===== config.mk =====
export PLATFORM = sky130hd
export DESIGN_NAME = jt6295_adpcm
export DESIGN_NICKNAME = d
export VERILOG_FILES = /design/src/rtl/jt6295_adpcm.sv
export SDC_FILE = /design/constraint.sdc
export NUM_CORES = 1
export LEC_CHECK = 0
export CAP_MARGIN = 20
export CELL_PAD_IN_SITES_DETAIL_PLACEMENT = 1
export CELL_PAD_IN_SITES_GLOBAL_PLACEMENT = 1
export CORE_MARGIN = 8
export CORE_UTILIZATION = 50
export DETAILED_ROUTE_END_ITERATION = 16
export GPL_TIMING_DRIVEN = 0
export PLACE_DENSITY = 0.89
export SLEW_MARGIN = 20
export SYNTH_ARGS = -nofsm -noshare
export SYNTH_HDL_FRONTEND = slang
export SYNTH_SLANG_ARGS = --single-unit

===== constraint.sdc =====
create_clock -name clk -period 21.3 [get_ports clk]
set_input_delay 4.26 -clock clk [delete_from_list [all_inputs] [get_ports clk]]
set_output_delay 4.26 -clock clk [all_outputs]
set_load 0.01 [all_outputs]

===== src/rtl/jt6295_adpcm.sv =====
// Four-channel MSM6295-style ADPCM player: CPU command decode, ROM sequencer, per-channel decode and mixer.
// Optional macro JT6295_ATT_EN enables per-channel attenuation; without it every channel plays at full scale.
module jt6295_adpcm (
  input  logic               clk,
  input  logic               rst,
  input  logic               cen,
  input  logic               ss,
  input  logic               wrn,
  input  logic [7:0]         din,
  output logic [7:0]         dout,
  output logic [17:0]        rom_addr,
  input  logic [7:0]         rom_data,
  input  logic               rom_ok,
  output logic               sample,
  output logic signed [13:0] sound
);
  typedef enum logic [1:0] {S_IDLE, S_TBLWAIT, S_DATAWAIT, S_DEC} state_t;

  // Indices above 48 never occur; the padding only keeps the lookup fully defined.
  localparam logic [10:0] STEP_TBL [0:63] = '{
    11'd16,   11'd17,   11'd19,   11'd21,   11'd23,   11'd25,   11'd28,   11'd31,
    11'd34,   11'd37,   11'd41,   11'd45,   11'd50,   11'd55,   11'd60,   11'd66,
    11'd73,   11'd80,   11'd88,   11'd97,   11'd107,  11'd118,  11'd130,  11'd143,
    11'd157,  11'd173,  11'd190,  11'd209,  11'd230,  11'd253,  11'd279,  11'd307,
    11'd337,  11'd371,  11'd408,  11'd449,  11'd494,  11'd544,  11'd598,  11'd658,
    11'd724,  11'd796,  11'd876,  11'd963,  11'd1060, 11'd1166, 11'd1282, 11'd1411,
    11'd1552, 11'd1552, 11'd1552, 11'd1552, 11'd1552, 11'd1552, 11'd1552, 11'd1552,
    11'd1552, 11'd1552, 11'd1552, 11'd1552, 11'd1552, 11'd1552, 11'd1552, 11'd1552};

  state_t             r_state, w_nextState;
  logic               r_wrnLast, r_pending, r_fresh;
  logic [6:0]         r_phrase, r_tblPhrase;
  logic [3:0]         r_tblMask;
  logic [2:0]         r_tblCnt;
  logic [17:0]        r_tblStart;
  logic [9:0]         r_tblEndHi;
  logic [7:0]         r_cnt;
  logic [3:0]         r_busy, r_need, r_low;
  logic [17:0]        r_addr [4];
  logic [17:0]        r_end  [4];
  logic [7:0]         r_byte [4];
  logic signed [11:0] r_sig  [4];
  logic [5:0]         r_idx  [4];
  logic [1:0]         r_cur, w_sel;
`ifdef JT6295_ATT_EN
  logic [3:0]         r_tblAtt;
  logic [3:0]         r_att  [4];
`endif

  logic               w_wrFall, w_romAck, w_wrap, w_tblGo, w_tblBusy, w_anyNeed;
  logic [3:0]         w_needMask, w_nib;
  logic [10:0]        w_step;
  logic [12:0]        w_diff;
  logic signed [13:0] w_sum, w_mix;
  logic signed [11:0] w_newSig;
  logic signed [7:0]  w_idxDelta, w_idxSum;
  logic [5:0]         w_newIdx;
  logic [12:0]        w_out  [4];

  assign dout       = {4'b0000, r_busy};
  assign w_wrFall   = r_wrnLast & ~wrn;
  assign w_romAck   = rom_ok & ~r_fresh;
  assign w_wrap     = cen && (r_cnt == 8'd0);
  assign w_tblGo    = (r_tblMask != 4'd0) || (r_tblCnt != 3'd0);
  assign w_tblBusy  = w_tblGo || (r_state == S_TBLWAIT);
  assign w_needMask = r_need & r_busy;
  assign w_anyNeed  = |w_needMask;

  always_comb begin
    w_sel = 2'd0;
    for (int c = 3; c >= 0; c--)
      if (w_needMask[c]) w_sel = 2'(c);
  end

  // Shared decoder for the channel currently owned by the sequencer.
  always_comb begin
    w_nib  = r_low[r_cur] ? r_byte[r_cur][3:0] : r_byte[r_cur][7:4];
    w_step = STEP_TBL[r_idx[r_cur]];
    w_diff = {5'd0, w_step[10:3]}
           + (w_nib[2] ? {2'd0, w_step} : 13'd0)
           + (w_nib[1] ? {3'd0, w_step[10:1]} : 13'd0)
           + (w_nib[0] ? {4'd0, w_step[10:2]} : 13'd0);
    w_sum  = w_nib[3] ? $signed({{2{r_sig[r_cur][11]}}, r_sig[r_cur]}) - $signed({1'b0, w_diff})
                      : $signed({{2{r_sig[r_cur][11]}}, r_sig[r_cur]}) + $signed({1'b0, w_diff});
    w_newSig = w_sum[11:0];
    if (w_sum > 14'sd2047)       w_newSig = 12'sd2047;
    else if (w_sum < -14'sd2048) w_newSig = -12'sd2048;
    w_idxDelta = -8'sd1;
    if (w_nib[2]) w_idxDelta = $signed({5'd0, w_nib[1:0], 1'b0}) + 8'sd2;
    w_idxSum = $signed({2'b00, r_idx[r_cur]}) + w_idxDelta;
    w_newIdx = w_idxSum[5:0];
    if (w_idxSum < 8'sd0)       w_newIdx = 6'd0;
    else if (w_idxSum > 8'sd48) w_newIdx = 6'd48;
  end

  for (genvar c = 0; c < 4; c++) begin : g_out
`ifdef JT6295_ATT_EN
    logic [5:0]         w_mult;
    logic signed [17:0] w_prod;
    always_comb begin
      case (r_att[c])
        4'd0: w_mult = 6'd32;  4'd1: w_mult = 6'd22;  4'd2: w_mult = 6'd16;
        4'd3: w_mult = 6'd11;  4'd4: w_mult = 6'd8;   4'd5: w_mult = 6'd6;
        4'd6: w_mult = 6'd4;   4'd7: w_mult = 6'd3;   4'd8: w_mult = 6'd2;
        default: w_mult = 6'd0;
      endcase
    end
    assign w_prod   = r_sig[c] * $signed({1'b0, w_mult});
    assign w_out[c] = r_busy[c] ? 13'(w_prod >>> 5) : 13'd0;
`else
    assign w_out[c] = r_busy[c] ? {r_sig[c][11], r_sig[c]} : 13'd0;
`endif
  end

`ifndef JT6295_ATT_EN
  logic w_unused;
  assign w_unused = &{1'b0, din[2:0]};
`endif

  always_comb begin
    w_mix = '0;
    for (int c = 0; c < 4; c++) w_mix = w_mix + $signed({w_out[c][12], w_out[c]});
  end

  always_ff @(posedge clk or negedge rst)
    if (!rst) r_state <= S_IDLE;
    else      r_state <= w_nextState;

  // Table reads win over channel data; a pending low nibble needs no ROM access.
  always_comb begin
    w_nextState = r_state;
    case (r_state)
      S_IDLE:     if (cen) begin
                    if (w_tblGo)        w_nextState = S_TBLWAIT;
                    else if (w_anyNeed) w_nextState = r_low[w_sel] ? S_DEC : S_DATAWAIT;
                  end
      S_TBLWAIT:  if (w_romAck) w_nextState = S_IDLE;
      S_DATAWAIT: if (w_romAck) w_nextState = S_DEC;
      S_DEC:      if (cen) w_nextState = S_IDLE;
      default:    w_nextState = S_IDLE;
    endcase
  end

  always_ff @(posedge clk or negedge rst) begin
    if (!rst) begin
      sample <= 1'b0;  sound <= '0;  rom_addr <= '0;
      r_wrnLast <= 1'b1;  r_pending <= 1'b0;  r_fresh <= 1'b0;
      r_phrase <= '0;  r_tblPhrase <= '0;  r_tblMask <= '0;  r_tblCnt <= '0;
      r_tblStart <= '0;  r_tblEndHi <= '0;  r_cnt <= '0;
      r_busy <= '0;  r_need <= '0;  r_low <= '0;  r_cur <= '0;
      for (int c = 0; c < 4; c++) begin
        r_addr[c] <= '0;  r_end[c] <= '0;  r_byte[c] <= '0;  r_sig[c] <= '0;  r_idx[c] <= '0;
`ifdef JT6295_ATT_EN
        r_att[c] <= '0;
`endif
      end
`ifdef JT6295_ATT_EN
      r_tblAtt <= '0;
`endif
    end else begin
      sample    <= 1'b0;
      r_wrnLast <= wrn;
      r_fresh   <= 1'b0;
      if (cen) r_cnt <= (r_cnt == 8'd0) ? (ss ? 8'd131 : 8'd164) : r_cnt - 8'd1;
      if (w_wrap) begin
        sample <= 1'b1;
        sound  <= w_mix;
      end
      case (r_state)
        S_IDLE: if (cen) begin
          if (w_tblGo) begin
            rom_addr <= {8'd0, r_tblPhrase, r_tblCnt};
            r_fresh  <= 1'b1;
          end else if (w_anyNeed) begin
            r_cur <= w_sel;
            if (!r_low[w_sel]) begin
              rom_addr <= r_addr[w_sel];
              r_fresh  <= 1'b1;
            end
          end
        end
        S_TBLWAIT: if (w_romAck) begin
          r_tblCnt <= r_tblCnt + 3'd1;
          case (r_tblCnt)
            3'd0: r_tblStart[17:16] <= rom_data[1:0];
            3'd1: r_tblStart[15:8]  <= rom_data;
            3'd2: r_tblStart[7:0]   <= rom_data;
            3'd3: r_tblEndHi[9:8]   <= rom_data[1:0];
            3'd4: r_tblEndHi[7:0]   <= rom_data;
            default: begin
              r_tblCnt  <= 3'd0;
              r_tblMask <= '0;
              for (int c = 0; c < 4; c++) if (r_tblMask[c]) begin
                r_busy[c] <= 1'b1;  r_need[c] <= 1'b1;  r_low[c] <= 1'b0;
                r_addr[c] <= r_tblStart;  r_end[c] <= {r_tblEndHi, rom_data};
                r_sig[c]  <= '0;  r_idx[c] <= '0;
`ifdef JT6295_ATT_EN
                r_att[c]  <= r_tblAtt;
`endif
              end
            end
          endcase
        end
        S_DATAWAIT: if (w_romAck) r_byte[r_cur] <= rom_data;
        S_DEC: if (cen && r_busy[r_cur]) begin
          r_sig[r_cur]  <= w_newSig;
          r_idx[r_cur]  <= w_newIdx;
          r_need[r_cur] <= 1'b0;
          r_low[r_cur]  <= ~r_low[r_cur];
          if (r_low[r_cur]) begin
            if (r_addr[r_cur] == r_end[r_cur]) r_busy[r_cur] <= 1'b0;
            else                               r_addr[r_cur] <= r_addr[r_cur] + 18'd1;
          end
        end
        default: ;
      endcase
      for (int c = 0; c < 4; c++) if (w_wrap && r_busy[c]) r_need[c] <= 1'b1;
      // Commands come last so a stop overrides anything scheduled for that channel this cycle.
      if (w_wrFall) begin
        if (r_pending) begin
          r_pending <= 1'b0;
          if (r_phrase != 7'd0 && !w_tblBusy) begin
            r_tblMask   <= din[7:4] & ~r_busy;
            r_tblPhrase <= r_phrase;
`ifdef JT6295_ATT_EN
            r_tblAtt    <= din[3:0];
`endif
          end
        end else if (din[7]) begin
          r_phrase  <= din[6:0];
          r_pending <= 1'b1;
        end else begin
          for (int c = 0; c < 4; c++) if (din[3+c]) begin
            r_busy[c] <= 1'b0;  r_need[c] <= 1'b0;  r_tblMask[c] <= 1'b0;
          end
        end
      end
    end
  end
endmodule


Yosys cells after proc, flatten, opt, wreduce, memory -nomap -nowiden. Memories as Yosys holds them, arrays and structs flattened. Index checks and enable logic that the tools add are counted.

Register bits: 357. Latch bits: 0. RAM bits: 0. Bits in read-only memories: 704. Bits of input ports: 22. Output and inout bits: 41. Word-level logic and storage cells: 316. Memories: 1.

$add $sub $neg: 13. Multiply operators: 0. Div/mod/pow operators: 0. $lt $le $gt $ge: 11. Eq/ne operators: 22. Shift operators: 0. Mux-type cells: 162. Bitwise logic cells: 17. Reduce and logical (&&, ||, !) cells: 46.

Memory list: (no name shown) (depth 64, bits a word 11, rd ports 1, clocked after Yosys merged registers in 0, write ports 0, RTL line 78) `w_step = STEP_TBL[r_idx[r_cur]];`.

Operators with widths (count): 2-to-1 mux 72 bit (5); 2-to-1 mux 18 bit (14); 2-to-1 mux 48 bit (3); case mux 72 bit (2 select lines) (1); binary-select mux 18 bit (select 2 bit) (3); 2-to-1 mux 12 bit (9); 2-to-1 mux 4 bit (25); case mux 48 bit (2 select lines) (1); bitwise mux 72 bit (1); 2-to-1 mux 24 bit (3); 2-to-1 mux 6 bit (10); 2-to-1 mux 13 bit (4); bitwise mux 48 bit (1); case mux 24 bit (2 select lines) (1); 2-to-1 mux 1 bit (41); 2-to-1 mux 8 bit (5); demux 18 bit (select 2 bit) (1); 2-to-1 mux 11 bit (3); bitwise mux 32 bit (1); adder 14 x 13 -> 14 bit (2); AND reduction 7 bit (4); != test 2 bit, second input constant (13); AND reduction 5 bit (5); binary-select mux 12 bit (select 2 bit) (1); other kinds (64) (114).

Logic depth before layout (Yosys ltp). Gate-level depths: netlist of run 1.

Depth after elaboration: 20. Mapped depth: 40. Depth with buffers taken out: 34.

Worst setup path before layout of run 1. No wires, ideal clock.

Path type: register to register. Start: reg r_cur[1]. End: reg r_sig[30] (netlist name). Library setup time: 0.132 ns. Arrival: 8.297 ns. Data required time: 21.168 ns. Setup slack: 12.871 ns. Stages on the path, launching flop included: 40. Buffers on the path: 6. Clock period less this slack: 8.429 ns. Cell sequence: dfrtp_1 > buf_2 > buf_2 > buf_2 > buf_2 > mux4_2 > clkbuf_1 > inv_1 > ha_1 > nor2_1 > a21o_1 > a221oi_1 > o21ai_0 > a22oi_1 > nor2_1 > fa_1 > inv_1 > fa_1 > (+4 left out) > a21oi_1 > xnor2_1 > or3_1 > nor2_1 > o21ai_0 > nand2_1 > xnor2_1 > ha_1 > or3_1 > o21ai_0 > a311oi_1 > o21ba_2 > o211a_1 > a2111oi_0 > mux2i_1 > buf_2 > a21oi_2 > o21ai_1.

Word-level cells in the longest chain between the ends: 20. Elaborated cells between the ends (all ways): 43. Those cells by class: add/sub: 5; order compare: 4; eq/ne: 1; mux: 27; bitwise: 2; reduce/logical: 3; memory: 1.

RTL lines: from (decl) (RTL line 44) `logic [1:0] r_cur, w_sel;`; from (signal assigned) (RTL line 175) `r_cur <= w_sel;`; NOT 2 -> 3 bit (implied by the code); binary-select mux 6 bit (select 2 bit) (RTL line 78); 2-to-1 mux 6 bit (implied by the code) (2 in a row) (RTL line 78); NOT 6 -> 7 bit (implied by the code) (RTL line 78); memory read (64 x 11 bit); 2-to-1 mux 11 bit (implied by the code) (2 in a row) (RTL line 78); 2-to-1 mux 11 bit (RTL line 80) `+ (w_nib[2] ? {2'd0, w_step} : 13'd0)`; adder 8 x 11 -> 12 bit (RTL line 80); (+2 left out); adder 12 x 14 -> 14 bit / subtractor 12 x 14 -> 14 bit (equally long branches) (RTL line 84, 83); 2-to-1 mux 14 bit (RTL line 83) `w_sum = w_nib[3] ? $signed({{2{r_sig[r_cur][11]}}, r_sig[r_cur]}) - $signed({1'b0, w_diff})`; < comparator 14 x 12 -> 1 bit (RTL line 87) `else if (w_sum < -14'sd2048) w_newSig = -12'sd2048;`; 2-to-1 mux 12 bit (RTL line 87); 2-to-1 mux 12 bit (RTL line 86) `if (w_sum > 14'sd2047) w_newSig = 12'sd2047;`; bitwise mux 48 bit (RTL line 206) `r_sig[r_cur] <= w_newSig;`; 2-to-1 mux 48 bit (RTL line 205) `S_DEC: if (cen && r_busy[r_cur]) begin`; case mux 48 bit (2 select lines) (RTL line 169) `case (r_state)`; to (signal, indexed assignment) (RTL line 206); to (decl) (RTL line 42) `logic signed [11:0] r_sig [4];`.

Parallel ways exist; a longest one is shown, timed or not. The select of a mux whose other input is x is not followed. A chain may end at the register's enable or synchronous reset.

Worst setup path in the final report of run 1.
Start: reg r_cur[1]. End: reg r_sig[28] (netlist name).

The elaborated chain is that of the path after synthesis.

==> results_dict.tcl, run 1 <==
set metrics [dict create \
    syn_avg_cell_area_sq_um 10.9 \
    synth-edff-count 0 \
    startpoint_type "flip-flop" \
    final_common_cell "dfrtp_1" \
    relSlewSlack_pct 26.4 \
    drt_wl_total_mm 77.9 \
    place.gp.congestion 0.880 \
    cts_resized 0 \
    slowest_stage "clkbuf_1" \
    clock_skew_ps 29.5 \
    wl_per_cell_um 28.9 \
    hpwlAfterDp_mm 50.9 \
    period_needed_ps 11280 \
    cts_tree "done" \
    powerDensity_nw_per_um2 98.2 \
    via_count 18300 \
    p_leak_nw 11.0 \
    final_util_pct 56.7 \
    syn2layout_area_growth_pct 12.5 \
    ctsHoldBuffers 0 \
    htreeDepth 2 \
    cpPeakStageDelay_ps 570 \
    outcome "complete, no violations" \
    grt_pass1_vias 20400 \
    ir_drop_v 0.0000890 \
    p_int_mw 1.53 \
    path_common_cell "buf_2" \
    switching_share_pct 36.1 \
    p_seq_share_pct 40.8 \
    die_w_um 224 \
    post_cts_buffers 0 \
    worstPathRequired_ps 21690 \
    grt-ovfl-total 0 \
    track_usage_pct 30.9 \
    row_count 76 \
    ios 63 \
    design_area_sq_um 24400 \
    core-area_sq_um 43000 \
    drt_pre_antenna_iters 5 \
    insertion_delay_ps 560 \
    dieHeight_um 224 \
    grt_pass1_wl_mm 122 \
    fill_cells 4542 \
    start_util_pct 50.4 \
    holdWs_ps 481 \
    ant_nets 0 \
    p_comb_share_pct 29.7 \
    r2r_start "r_cur[1]$_DFFE_PN0P_" \
    ys_warn_count 0 \
    power_mw 2.39 \
    regToRegSetupSlack_ps 10020 \
    rsz0062_at_grt "false" \
    fin_tns_setup_ps 0 \
    antenna_found_initial 3 \
    hold_end "sound[12]$_DFFE_PN0P_" \
    async_flop_share_pct 100 \
    clockPowerShare_pct 29.5 \
    clk_pin_slew_ps 70 \
    ys.flop_type "dfrtp_1" \
    cts_sinks 357 \
    cts_buffers 36 \
    tightest_slew_ps 1100 \
    setup_viol 0 \
    fin_nets 2219 \
    min_from "sound[12]$_DFFE_PN0P_" \
    crit_arrival_ps 11670 \
    synthCells 1987 \
    die_area_sq_um 50300 \
    fmax_mhz 88.7 \
    syn_area_sq_um 21700 \
    final_cell_mix "dfrtp_1, nand2_1, mux2_2" \
    ys_types 89 \
    placedInstanceArea_sq_um 23100 \
    numPortBuffers 57 \
    ys_seq_area_share_pct 41.2 \
    hold_class "flip-flop to flip-flop" \
    r2r_cells 38 \
    hold_viol 0 \
    min_path_cells 2 \
    criticalPathCategory "flip-flop to flip-flop" \
    clockBufferDepth 3 \
    drcViolationCount 0 \
    drv_cap 0 \
    cp-end-kind "flip-flop" \
    grt_start_max_net_pins 97 \
    yosys_register_bits 357 \
    report.final.slew_viol_count 0 \
    drive_gt1_share_pct 17.6 \
    p_sw_mw 0.865 \
    r2r-end "r_sig[28]$_DFFE_PN0P_" \
    cp_max_fo 14 \
    vias_per_cell 6.77 \
    cts_root_buffer "clkbuf_16" \
    drt_iter0_drc 1691 \
    fin_crit_sh_pct 52.9 \
]
cell usage after synthesis, types with 9 or more instances:
cell / number / area, sq um
o21a_1: 79 / 593
buf_6: 14 / 158
a21oi_1: 75 / 375
o211ai_1: 90 / 676
nor2_1: 93 / 349
nor2b_1: 12 / 75.1
o21ai_0: 83 / 415
xnor2_1: 41 / 359
and3_1: 17 / 106
inv_1: 84 / 315
a21o_1: 18 / 135
mux4_2: 81 / 1820
mux2_2: 149 / 1680
dfrtp_1: 356 / 8910
a22o_1: 20 / 175
nand2_1: 252 / 946
ha_1: 64 / 801
nor3_1: 18 / 90.1
nor3b_1: 9 / 67.6
xor2_1: 36 / 315
clkbuf_1: 70 / 263
nand2b_1: 16 / 100
o31ai_1: 24 / 180
and2_1: 32 / 200
nand3_1: 19 / 95.1
fa_1: 44 / 881
a31oi_1: 19 / 119
buf_2: 20 / 100
mux2i_1: 20 / 200
how the worst max path moves through the flow:
stage / cells after the start / to / slack [ps] / start
2_1_floorplan: 39 / r_sig[30]$_DFFE_PN0P_ / 12870 / r_cur[1]$_DFFE_PN0P_
3_3_place_gp: 1 / r_tblEndHi[3]$_DFFE_PN0P_ / 860 / rst
3_5_place_dp: 39 / r_sig[34]$_DFFE_PN0P_ / 10380 / r_cur[1]$_DFFE_PN0P_
4_1_cts: 39 / r_sig[28]$_DFFE_PN0P_ / 10220 / r_cur[1]$_DFFE_PN0P_
5_1_grt: 37 / r_sig[28]$_DFFE_PN0P_ / 9370 / r_cur[1]$_DFFE_PN0P_
6_report: 38 / r_sig[28]$_DFFE_PN0P_ / 10020 / r_cur[1]$_DFFE_PN0P_
cell families after synthesis:
logic type               synth area share [%]
multiplexers                             17.4
buffers and inverters                    4.17
AO/OA/AOI/OAI                            15.6
adder cells (fa/ha/maj)                  7.76
flip-flops                               41.2
other                                  0.0173
AND/OR/NAND/NOR                          10.7
XOR/XNOR                                 3.19
cell type report:
class	instances	area, sq um	share of cell area [%]
clock inverter	17	230	0.944
timing repair buffer	61	686	2.81
multi-input combinational	1432	11900	48.6
inverter	84	315	1.29
sequential	357	8930	36.7
buffer	117	589	2.42
tap	585	732	3.00
antenna	1	2.50	0.0103
clock buffer	46	1030	4.22
critical path: cells and delay by family, from the launching register on:
family,cells,cell delay [ps]
AO/OA/AOI/OAI,13,3020
XOR/XNOR,3,540
adder cells (fa/ha/maj),6,2610
buffers and inverters,9,2920
flip-flops,1,550
multiplexers,2,580
AND/OR/NAND/NOR,5,850
registers in the layout, indices dropped and copies added (netlist names), 10 cells and up:
signal      cells
r_byte         32
r_addr         72
r_tblStart     18
r_idx          24
r_end          72
rom_addr       18
r_tblEndHi     10
sound          14
r_sig          48
metrics by stage:
step | instances | setup WS, ps
after floorplan | 1990 | 12870
final | 2700 | 10020
after global routing | 2699 | 9370
after global placement | 2632 | 859
after CTS | 2699 | 10220
after detailed placement | 2636 | 10380
power groups by stage:
stage	combinational (mW)	sequential, mW	clock, mW
2_1_floorplan	0.448	0.922	0
3_3_place_gp	0.621	0.944	0
3_5_place_dp	0.667	0.964	0
4_1_cts	0.700	0.967	0.703
5_1_grt	0.754	0.986	0.725
6_report	0.712	0.977	0.705
layer usage:
metal	part of all wire (%)	wire, um	global-route usage [%]	up-vias
met5	0.035	27	0	-
met4	6.2	4860	17.8	4
met3	8.2	6400	7.05	379
met2	49	38300	52.3	1121
met1	36	28400	36.0	9381
li1	-	-	-	7390
Note: power is estimated with default switching activity, not from simulation.
==> run 2, diff against run 1 <==
==> constraint.sdc (replaced) <==
create_clock -name clk -period 10.6 [get_ports clk]
set_input_delay 2.12 -clock clk [delete_from_list [all_inputs] [get_ports clk]]
set_output_delay 2.12 -clock clk [all_outputs]
set_load 0.01 [all_outputs]
==> run 2 against run 1 <==
Wire length increased by 0.75%. Non-clock buffer count increased by 5. Sequential share of layout area decreased by 0.15 points.
==> results_dict.tcl, run 2 (same netlist as run 1, synthesis figures left out) <==
set metrics [dict create \
    grt_pass1_vias 20400 \
    cp_max_fo 11 \
    vias_per_cell 6.75 \
    fin_tns_setup_ps 0 \
    reg.largest.list "r_addr x72, r_end x72, r_sig x48" \
    fmax_mhz 99.2 \
    ant_nets 0 \
    tightest_slew_ps 1050 \
    fill_cells 4531 \
    stdcell_count 2707 \
    cp-end-kind "flip-flop" \
    period_needed_ps 10080 \
    p_leak_nw 11.0 \
    design_area_sq_um 24500 \
    placedInstanceArea_sq_um 23100 \
    rsz0062_at_grt "false" \
    ios 63 \
    ir_drop_v 0.000179 \
    track_usage_pct 30.9 \
    numPortBuffers 57 \
    relSlewSlack_pct 29.7 \
    drt_iter0_drc 1808 \
    report.final.slew_viol_count 0 \
    clock_skew_ps 28.6 \
    drt_pre_antenna_iters 8 \
    criticalPathCategory "flip-flop to flip-flop" \
    hold_class "flip-flop to flip-flop" \
    final_util_pct 57.0 \
    insertion_delay_ps 560 \
    final_cell_mix "dfrtp_1, nand2_1, mux2_2" \
    dp_cells 2636 \
    core-area_sq_um 43000 \
    hpwlAfterDp_mm 50.9 \
    grt_pass1_wl_mm 122 \
    htreeDepth 2 \
    cpPeakStageDelay_ps 690 \
    antenna_found_initial 2 \
    clockBufferDepth 3 \
    outcome "complete, no violations" \
    hold_viol 0 \
    fin_nets 2225 \
    start_util_pct 50.4 \
    place.gp.congestion 0.880 \
    ctsHoldBuffers 0 \
    via_count 18300 \
    die_area_sq_um 50300 \
    dieHeight_um 224 \
    setup_viol 0 \
    grt_start_max_net_pins 97 \
    row_count 76 \
    syn2layout_area_growth_pct 12.9 \
    die_w_um 224 \
    cts_sinks 357 \
    drive_gt1_share_pct 18.1 \
    seqCellArea_sq_um 8940 \
    pre_cts_ws_ps -317 \
    fin_crit_sh_pct 95.1 \
    power_mw 4.81 \
    drcViolationCount 0 \
    wl_per_cell_um 29.0 \
    holdWs_ps 481 \
    cts_tree "done" \
    startpoint_type "flip-flop" \
    powerDensity_nw_per_um2 197 \
    cts_buffers 36 \
    final_common_cell "dfrtp_1" \
    layout_setup_ws_ps 519 \
    grt-ovfl-total 0 \
    cts_root_buffer "clkbuf_16" \
    multi_input_area_sq_um 11900 \
    crit_arrival_ps 10500 \
    clk_pin_slew_ps 70 \
    drv_cap 0 \
    worstPathRequired_ps 11020 \
    slowest_stage "mux4_2" \
    drt_wl_total_mm 78.5 \
]
## run 2: layout make-up
type | count | share of cell area [%]
multi-input cells | 1433 | 48.6
flip-flops and latches | 357 | 36.5
clock buffers | 46 | 4.21
repair buffers | 68 | 3.02
well taps | 585 | 2.99
plain buffers | 115 | 2.43
inverters | 84 | 1.29
clock inverters | 17 | 0.940
diodes | 2 | 0.0204
## run 2: what timing repair did
item / in CTS / in global routing
buffers inserted: 0 / 7
pin swaps: 0 / 0
gates cloned: 0 / 1
setup endpoints to repair: 44 / 44
gates resized for setup: 2 / 8
## run 2: worst max-delay path, delay by kind of cell (launching register included)
family / cells / cell delay, ps
xor gates and xnor gates: 2 / 340
buffers and inverters: 8 / 1660
AOI/OAI and AO/OA: 14 / 3010
DFF: 1 / 490
adders and majority gates: 6 / 2410
and+or+nand+nor: 6 / 1120
muxes: 2 / 890
## run 2: layer usage
metal  share of wire (%)  up-vias  GRT usage (%)
li1                    -     7415              -
met1                  37     9294           36.2
met2                  49     1140           52.3
met3                 8.0      409           6.76
met4                 6.5        2           18.0
met5               0.022        -              0
## run 2: path summary, 6_finish.rpt
check | start | to | slack [ps] | cells past startpoint
max | r_cur[0]$_DFFE_PN0P_ | r_sig[25]$_DFFE_PN0P_ | 520 | 38
min | sound[12]$_DFFE_PN0P_ | sound[12]$_DFFE_PN0P_ | 480 | 2
max reg2reg | r_cur[0]$_DFFE_PN0P_ | r_sig[25]$_DFFE_PN0P_ | 520 | 38
min reg2reg | sound[12]$_DFFE_PN0P_ | sound[12]$_DFFE_PN0P_ | 480 | 2
max in group asynchronous | rst | r_end[25]$_DFFE_PN0P_ | 7610 | 4
min in group asynchronous | rst | sound[10]$_DFFE_PN0P_ | 1430 | 1
## run 2: power breakdown
| group | switching (mW) | total [mW] | leakage [nW] | internal, mW |
|---|---|---|---|---|
| sequential | 0.290 | 1.96 | 4.84 | 1.67 |
| clock | 0.605 | 1.42 | 0.620 | 0.814 |
| combinational | 0.844 | 1.43 | 5.57 | 0.589 |
==> run 3, diff against run 2 <==
--- a/config.mk
+++ b/config.mk
@@ -9,8 +9,9 @@
 export CELL_PAD_IN_SITES_DETAIL_PLACEMENT = 1
 export CELL_PAD_IN_SITES_GLOBAL_PLACEMENT = 1
 export CORE_MARGIN = 8
-export CORE_UTILIZATION = 50
+export CORE_UTILIZATION = 52
 export DETAILED_ROUTE_END_ITERATION = 16
+export DONT_BUFFER_PORTS = 1
 export GPL_TIMING_DRIVEN = 0
 export PLACE_DENSITY = 0.89
 export SLEW_MARGIN = 20
==> run 3 against run 2 <==
Largest power group unchanged. Count of clock-buffer cells in the layout rose by 9. Clock skew fell by 15 ps. Combinational power down 8%. Setup slack improved by 58 ps.
==> results_dict.tcl, run 3 (same netlist as run 1, synthesis figures left out) <==
set metrics [dict create \
    core-area_sq_um 41600 \
    outcome "complete, no violations" \
    track_usage_pct 30.8 \
    final_cell_mix "dfrtp_1, nand2_1, mux2_2" \
    drive_gt1_share_pct 18.0 \
    clock_skew_ps 13.5 \
    via_count 17700 \
    cp_max_fo 19 \
    period_needed_ps 10020 \
    crit_arrival_ps 10420 \
    r2r_cells 38 \
    hold_end "r_idx[1]$_DFFE_PN0P_" \
    reg.largest.list "r_addr x72, r_end x72, r_sig x48" \
    worstPathRequired_ps 10990 \
    relSlewSlack_pct 25.4 \
    min_from "r_idx[1]$_DFFE_PN0P_" \
    p_sw_mw 1.67 \
    hold_class "flip-flop to flip-flop" \
    diodes 0 \
    fin_nets 2162 \
    ant_nets 0 \
    cts_tree "done" \
    vias_per_cell 6.80 \
    die_w_um 220 \
    syn2layout_area_growth_pct 9.36 \
    cp-end-kind "flip-flop" \
    rsz0062_at_grt "false" \
    row_count 75 \
    r2r-end "r_sig[18]$_DFFE_PN0P_" \
    r2r_start "r_cur[1]$_DFFE_PN0P_" \
    p_leak_nw 10.8 \
    die_area_sq_um 48500 \
    htreeDepth 2 \
    grt_pass1_vias 19400 \
    drcViolationCount 0 \
    ctsHoldBuffers 0 \
    startpoint_type "flip-flop" \
    holdWs_ps 482 \
    slowest_stage "fa_1" \
    place.gp.congestion 0.897 \
    dieHeight_um 220 \
    drt_wl_total_mm 74.3 \
    p_seq_share_pct 42.0 \
    antenna_found_initial 0 \
    fin_crit_sh_pct 94.6 \
    regToRegSetupSlack_ps 580 \
    hpwlAfterDp_mm 50.3 \
    p_comb_share_pct 27.9 \
    cts_root_buffer "clkbuf_16" \
    final_util_pct 57.0 \
    grt-ovfl-total 0 \
    drv_cap 0 \
    criticalPathCategory "flip-flop to flip-flop" \
    drt_iter0_drc 1707 \
    clockPowerShare_pct 30.1 \
    setup_viol 0 \
    tightest_slew_ps 1120 \
    stdcell_count 2599 \
    final_common_cell "dfrtp_1" \
    ir_drop_v 0.000193 \
    wl_per_cell_um 28.6 \
    start_util_pct 52.1 \
    report.final.slew_viol_count 0 \
    powerDensity_nw_per_um2 198 \
    numPortBuffers 0 \
    p_int_mw 3.03 \
    grt_start_max_net_pins 358 \
    min_path_cells 2 \
    clockBufferDepth 3 \
    hold_viol 0 \
    switching_share_pct 35.5 \
    grt_pass1_wl_mm 115 \
    cpPeakStageDelay_ps 540 \
    clk_pin_slew_ps 60 \
    fill_cells 4378 \
    ios 63 \
    drt_pre_antenna_iters 8 \
    fmax_mhz 99.8 \
    cts_buffers 38 \
    insertion_delay_ps 550 \
    cts_sinks 357 \
    dp_cells 2529 \
]
-- run 3: changes by cell type in the layout (fill, tap and decap cells not counted), sizes merged --
cell           before  now
clkdlybuf4s50      56    0
clkbuf            117  127
buf                56   47
clkinv              8    5
diode               2    0
bufinv              5    4
clkinvlp            2    3
inv                86   85
mux4               83   82
-- run 3: cell type report --
class | count | area [sq um] | share of cell area (%)
plain buffers | 115 | 593 | 2.50
clock inverters | 13 | 189 | 0.797
clock buffers | 55 | 1100 | 4.66
multi-input cells | 1432 | 11900 | 50.0
well taps | 539 | 674 | 2.84
flip-flops and latches | 357 | 8930 | 37.7
inverters | 84 | 319 | 1.35
repair buffers | 4 | 30.0 | 0.127
-- run 3: worst max-delay path, delay by kind of cell, from the launching register on --
family | cells | cell delay, ps
compound gates | 14 | 2850
flops | 1 | 480
xor+xnor | 2 | 300
fa+ha+maj | 6 | 2590
buf+inv | 8 | 1970
mux | 2 | 500
simple gates | 6 | 1140
-- run 3: stage by stage --
stage	total power [mW]	area [sq um]	setup slack (ps)	TNS (ps)
after floorplan	2.75	21700	2170	0
after global placement	3.05	22400	120	0
after detailed placement	3.19	22400	-289	-9810
after CTS	4.64	23700	74.1	0
after global routing	4.83	23700	12.8	0
final	4.70	23700	577	0
-- run 3: worst max path at each step --
stage | from | end | slack, ps | cells past startpoint
global route | r_cur[0]$_DFFE_PN0P_ | r_sig[9]$_DFFE_PN0P_ | 10 | 38
detailed placement | r_cur[1]$_DFFE_PN0P_ | r_sig[16]$_DFFE_PN0P_ | -290 | 39
global placement | r_cur[1]$_DFFE_PN0P_ | r_sig[10]$_DFFE_PN0P_ | 120 | 39
floorplan | r_cur[1]$_DFFE_PN0P_ | r_sig[30]$_DFFE_PN0P_ | 2170 | 39
CTS | r_cur[1]$_DFFE_PN0P_ | r_sig[18]$_DFFE_PN0P_ | 70 | 39
finish | r_cur[1]$_DFFE_PN0P_ | r_sig[18]$_DFFE_PN0P_ | 580 | 38
-- run 3: routing by layer --
layer	GRT usage, %	share of wire [%]	wire length (um)
met5	0	0	0
met4	17.3	5.8	4340
met3	6.37	7.5	5610
met2	52.3	49	36800
met1	36.3	37	27600
-- run 3: power groups by stage --
stage                     Sequential (mW)  Clock [mW]  Combinational, mW
after global routing                 1.99        1.46               1.38
after floorplan                      1.85           0              0.900
after CTS                            1.95        1.41               1.28
final                                1.97        1.41               1.31
after global placement               1.91           0               1.14
after detailed placement             1.96           0               1.23
-- run 3: what timing repair did --
action	in CTS	in global routing
resized for setup	1	6
cloned	0	0
setup endpoints to repair	44	44
setup buffers	0	4
==> patch (config.mk and constraints of run 1) <==
Put one more register stage on the output `rom_addr`, without a reset. The value now appears one clock later. The other outputs are not delayed to match.
--- a/src/rtl/jt6295_adpcm.sv
+++ b/src/rtl/jt6295_adpcm.sv
@@ -27,6 +27,8 @@
     11'd1552, 11'd1552, 11'd1552, 11'd1552, 11'd1552, 11'd1552, 11'd1552, 11'd1552,
     11'd1552, 11'd1552, 11'd1552, 11'd1552, 11'd1552, 11'd1552, 11'd1552, 11'd1552};
 
+  logic [17:0] rom_addr_s0;
+
   state_t             r_state, w_nextState;
   logic               r_wrnLast, r_pending, r_fresh;
   logic [6:0]         r_phrase, r_tblPhrase;
@@ -143,7 +145,7 @@
 
   always_ff @(posedge clk or negedge rst) begin
     if (!rst) begin
-      sample <= 1'b0;  sound <= '0;  rom_addr <= '0;
+      sample <= 1'b0;  sound <= '0;  rom_addr_s0 <= '0;
       r_wrnLast <= 1'b1;  r_pending <= 1'b0;  r_fresh <= 1'b0;
       r_phrase <= '0;  r_tblPhrase <= '0;  r_tblMask <= '0;  r_tblCnt <= '0;
       r_tblStart <= '0;  r_tblEndHi <= '0;  r_cnt <= '0;
@@ -169,12 +171,12 @@
       case (r_state)
         S_IDLE: if (cen) begin
           if (w_tblGo) begin
-            rom_addr <= {8'd0, r_tblPhrase, r_tblCnt};
+            rom_addr_s0 <= {8'd0, r_tblPhrase, r_tblCnt};
             r_fresh  <= 1'b1;
           end else if (w_anyNeed) begin
             r_cur <= w_sel;
             if (!r_low[w_sel]) begin
-              rom_addr <= r_addr[w_sel];
+              rom_addr_s0 <= r_addr[w_sel];
               r_fresh  <= 1'b1;
             end
           end
@@ -237,5 +239,9 @@
       end
     end
   end
+  always_ff @(posedge clk) begin
+    rom_addr <= rom_addr_s0;
+  end
+
 endmodule
 
Check against the original RTL: not settled (the Yosys comparison gave no result); the edit may change what the design does.
==> patch against run 1 <==
  * Worst setup slack got worse by 310 ps
  * Fmax down 2.6%
  * Sequential cell count grew 18
  * Final area fell by 0.80%
  * Synthesized area down 0.59%
  * Total power grew 5.9%
  * Routed wire length decreased by 3.5%
  * Global-route usage shrank 0.98 points
  * Critical path depth shrank 3
==> patch: results (changes against run 1) <==
CTS
  – H-Tree Level Count: 2 (unchanged)
  – Total CTS buffers: 38 (+5.6%)
  – Post-CTS Hold Buffers: 0 (unchanged)
  – Setup Fix Bufs, Post-CTS: 0 (unchanged)

Layout
  – ClkCell Share: 0.0511 (-0.000566)
  – Inverters: 85 (+1.2%)
  – Nets: 2,154 (-2.9%)
  – Multi-Input Combinational: 1,358 (-5.2%)
  – Top Registers: r_addr (72), r_end (72), r_sig (48)
  – Fraction of area in registers: 0.384 (+0.0179)
  – Buffering overhead: 0.0485 (-0.00377)
  – Area of the multi-input gates: 11,500 um^2 (-3.2%)
  – Fillers: 4,411 (-2.9%)
  – FF+latch count: 375 (+5.0%)
  – Bufs w/o clock: 166 (-6.7%)
  – Share of cells above drive strength 1: 0.176 (-0.000833)
  – Antenna cells: 0 (-1)
  – Count of clock buffers in the final design: 57 (+24%)

Placed design
  – HPWL Detailed: 50,200 um (-1.3%)
  – Final GP Congestion: 0.880 (about the same)

Global routing
  – Vias in the first global route: 19,557 (-4.0%)
  – Initial antenna violation count: 0 (-3)
  – GRT Util Overall: 0.299 (-0.00978)
  – First-pass GRT wire length: 118,000 um (-3.4%)
  – Largest net degree at the start of global routing: 91 (-6.2%)

Timing
  – Rel. slew slack: 0.354 (+0.0897)
  – # setup viols final: 0 (unchanged)
  – Clock skew: 26.0 ps (-3.49 ps)

Logic synthesis
  – Fraction of registers with async set/reset: 0.952 (-0.0480)
  – EDFF count, synth: 0 (unchanged)
  – Synth area leaders: dfrtp_1, mux4_2, mux2_2
  – Post-synth top cells: dfrtp_1, nand2_1, mux2_2
  – Sequential-to-total area share from yosys stat: 0.431 (+0.0192)
  – Yosys cell types: 76 (-15%)

Power and ir drop
  – Static leakage: 10.8 nW (-1.6%)
  – VDD IR max: 0.0930 mV (+4.4%)

Min path
  – Hold endpoint: rom_addr[0]$_DFF_P_
  – Hold_sp: rom_addr_s0[0]$_DFFE_PN0P_
  – Hold Crit Depth: 0 (-2)

Worst setup path
  – Slowest-stage cell, CP: ha_1
  – Critical path class: register to register
  – Critical Path AT: 11,990 ps (+320 ps)
  – R2r setup slk: 9720 ps (-310 ps)
  – Worst r2r src: r_cur[1]$_DFFE_PN0P_
  – Critical R2R Capture: r_sig[16]$_DFFE_PN0P_
  – Reg2reg path depth: 35 (-7.9%)

Drt
  – Iteration-0 DRC Markers: 2,031 (+20%)
  – Vias: 17,749 (-2.9%)
  – First-pass DRT Iterations: 6 (+1)
  – Final WL: 75,200 um (-3.5%)

Outcome
  – Outcome: finished clean
patch: changes by cell type after synthesis, moves of 8 or more:
cell / run 1 / this run
o211ai_1: 90 / 73
dfxtp_1: 0 / 18
o31ai_1: 24 / 12
a221o_1: 1 / 42
xor2_1: 36 / 46
buf_6: 14 / 3
o21ai_0: 83 / 92
nor2_1: 93 / 101
clkbuf_1: 70 / 61
a21o_1: 18 / 6
nand2_1: 252 / 207
a21oi_1: 75 / 63
patch: through the flow:
stage | setup slack (ps) | hold slack, ps | power [mW] | area [um^2] | cells
after floorplan | 12410 | 347 | 1.48 | 21600 | 1923
after global placement | 876 | 352 | 1.70 | 22800 | 2526
after detailed placement | 9900 | 357 | 1.78 | 22900 | 2530
after CTS | 9790 | 372 | 2.50 | 24200 | 2596
after global routing | 9140 | 387 | 2.61 | 24200 | 2596
final | 9720 | 374 | 2.54 | 24200 | 2596
patch: logic make-up after synthesis:
family          after synthesis  share of synthesized area
compound gates              452                      0.147
xor+xnor                     82                     0.0337
fa+ha+maj                   109                     0.0785
buf+inv                     190                     0.0374
flops                       375                      0.431
mux                         251                      0.173
other cells                   1                   0.000174
simple gates                460                     0.0993
patch: power by group:
| group | switching, mW | internal (mW) |
|---|---|---|
| clock network | 0.302 | 0.393 |
| registers | 0.152 | 0.888 |
| logic | 0.476 | 0.324 |
| total | 0.931 | 1.60 |
patch: layer usage:
metal	part of all wire	routed length (um)	global-route usage	vias to the layer above
li1	-	-	-	7195
met1	0.37	27800	0.356	9098
met2	0.49	37100	0.508	1081
met3	0.083	6210	0.0658	375
met4	0.055	4130	0.155	0
met5	0	0	0	-
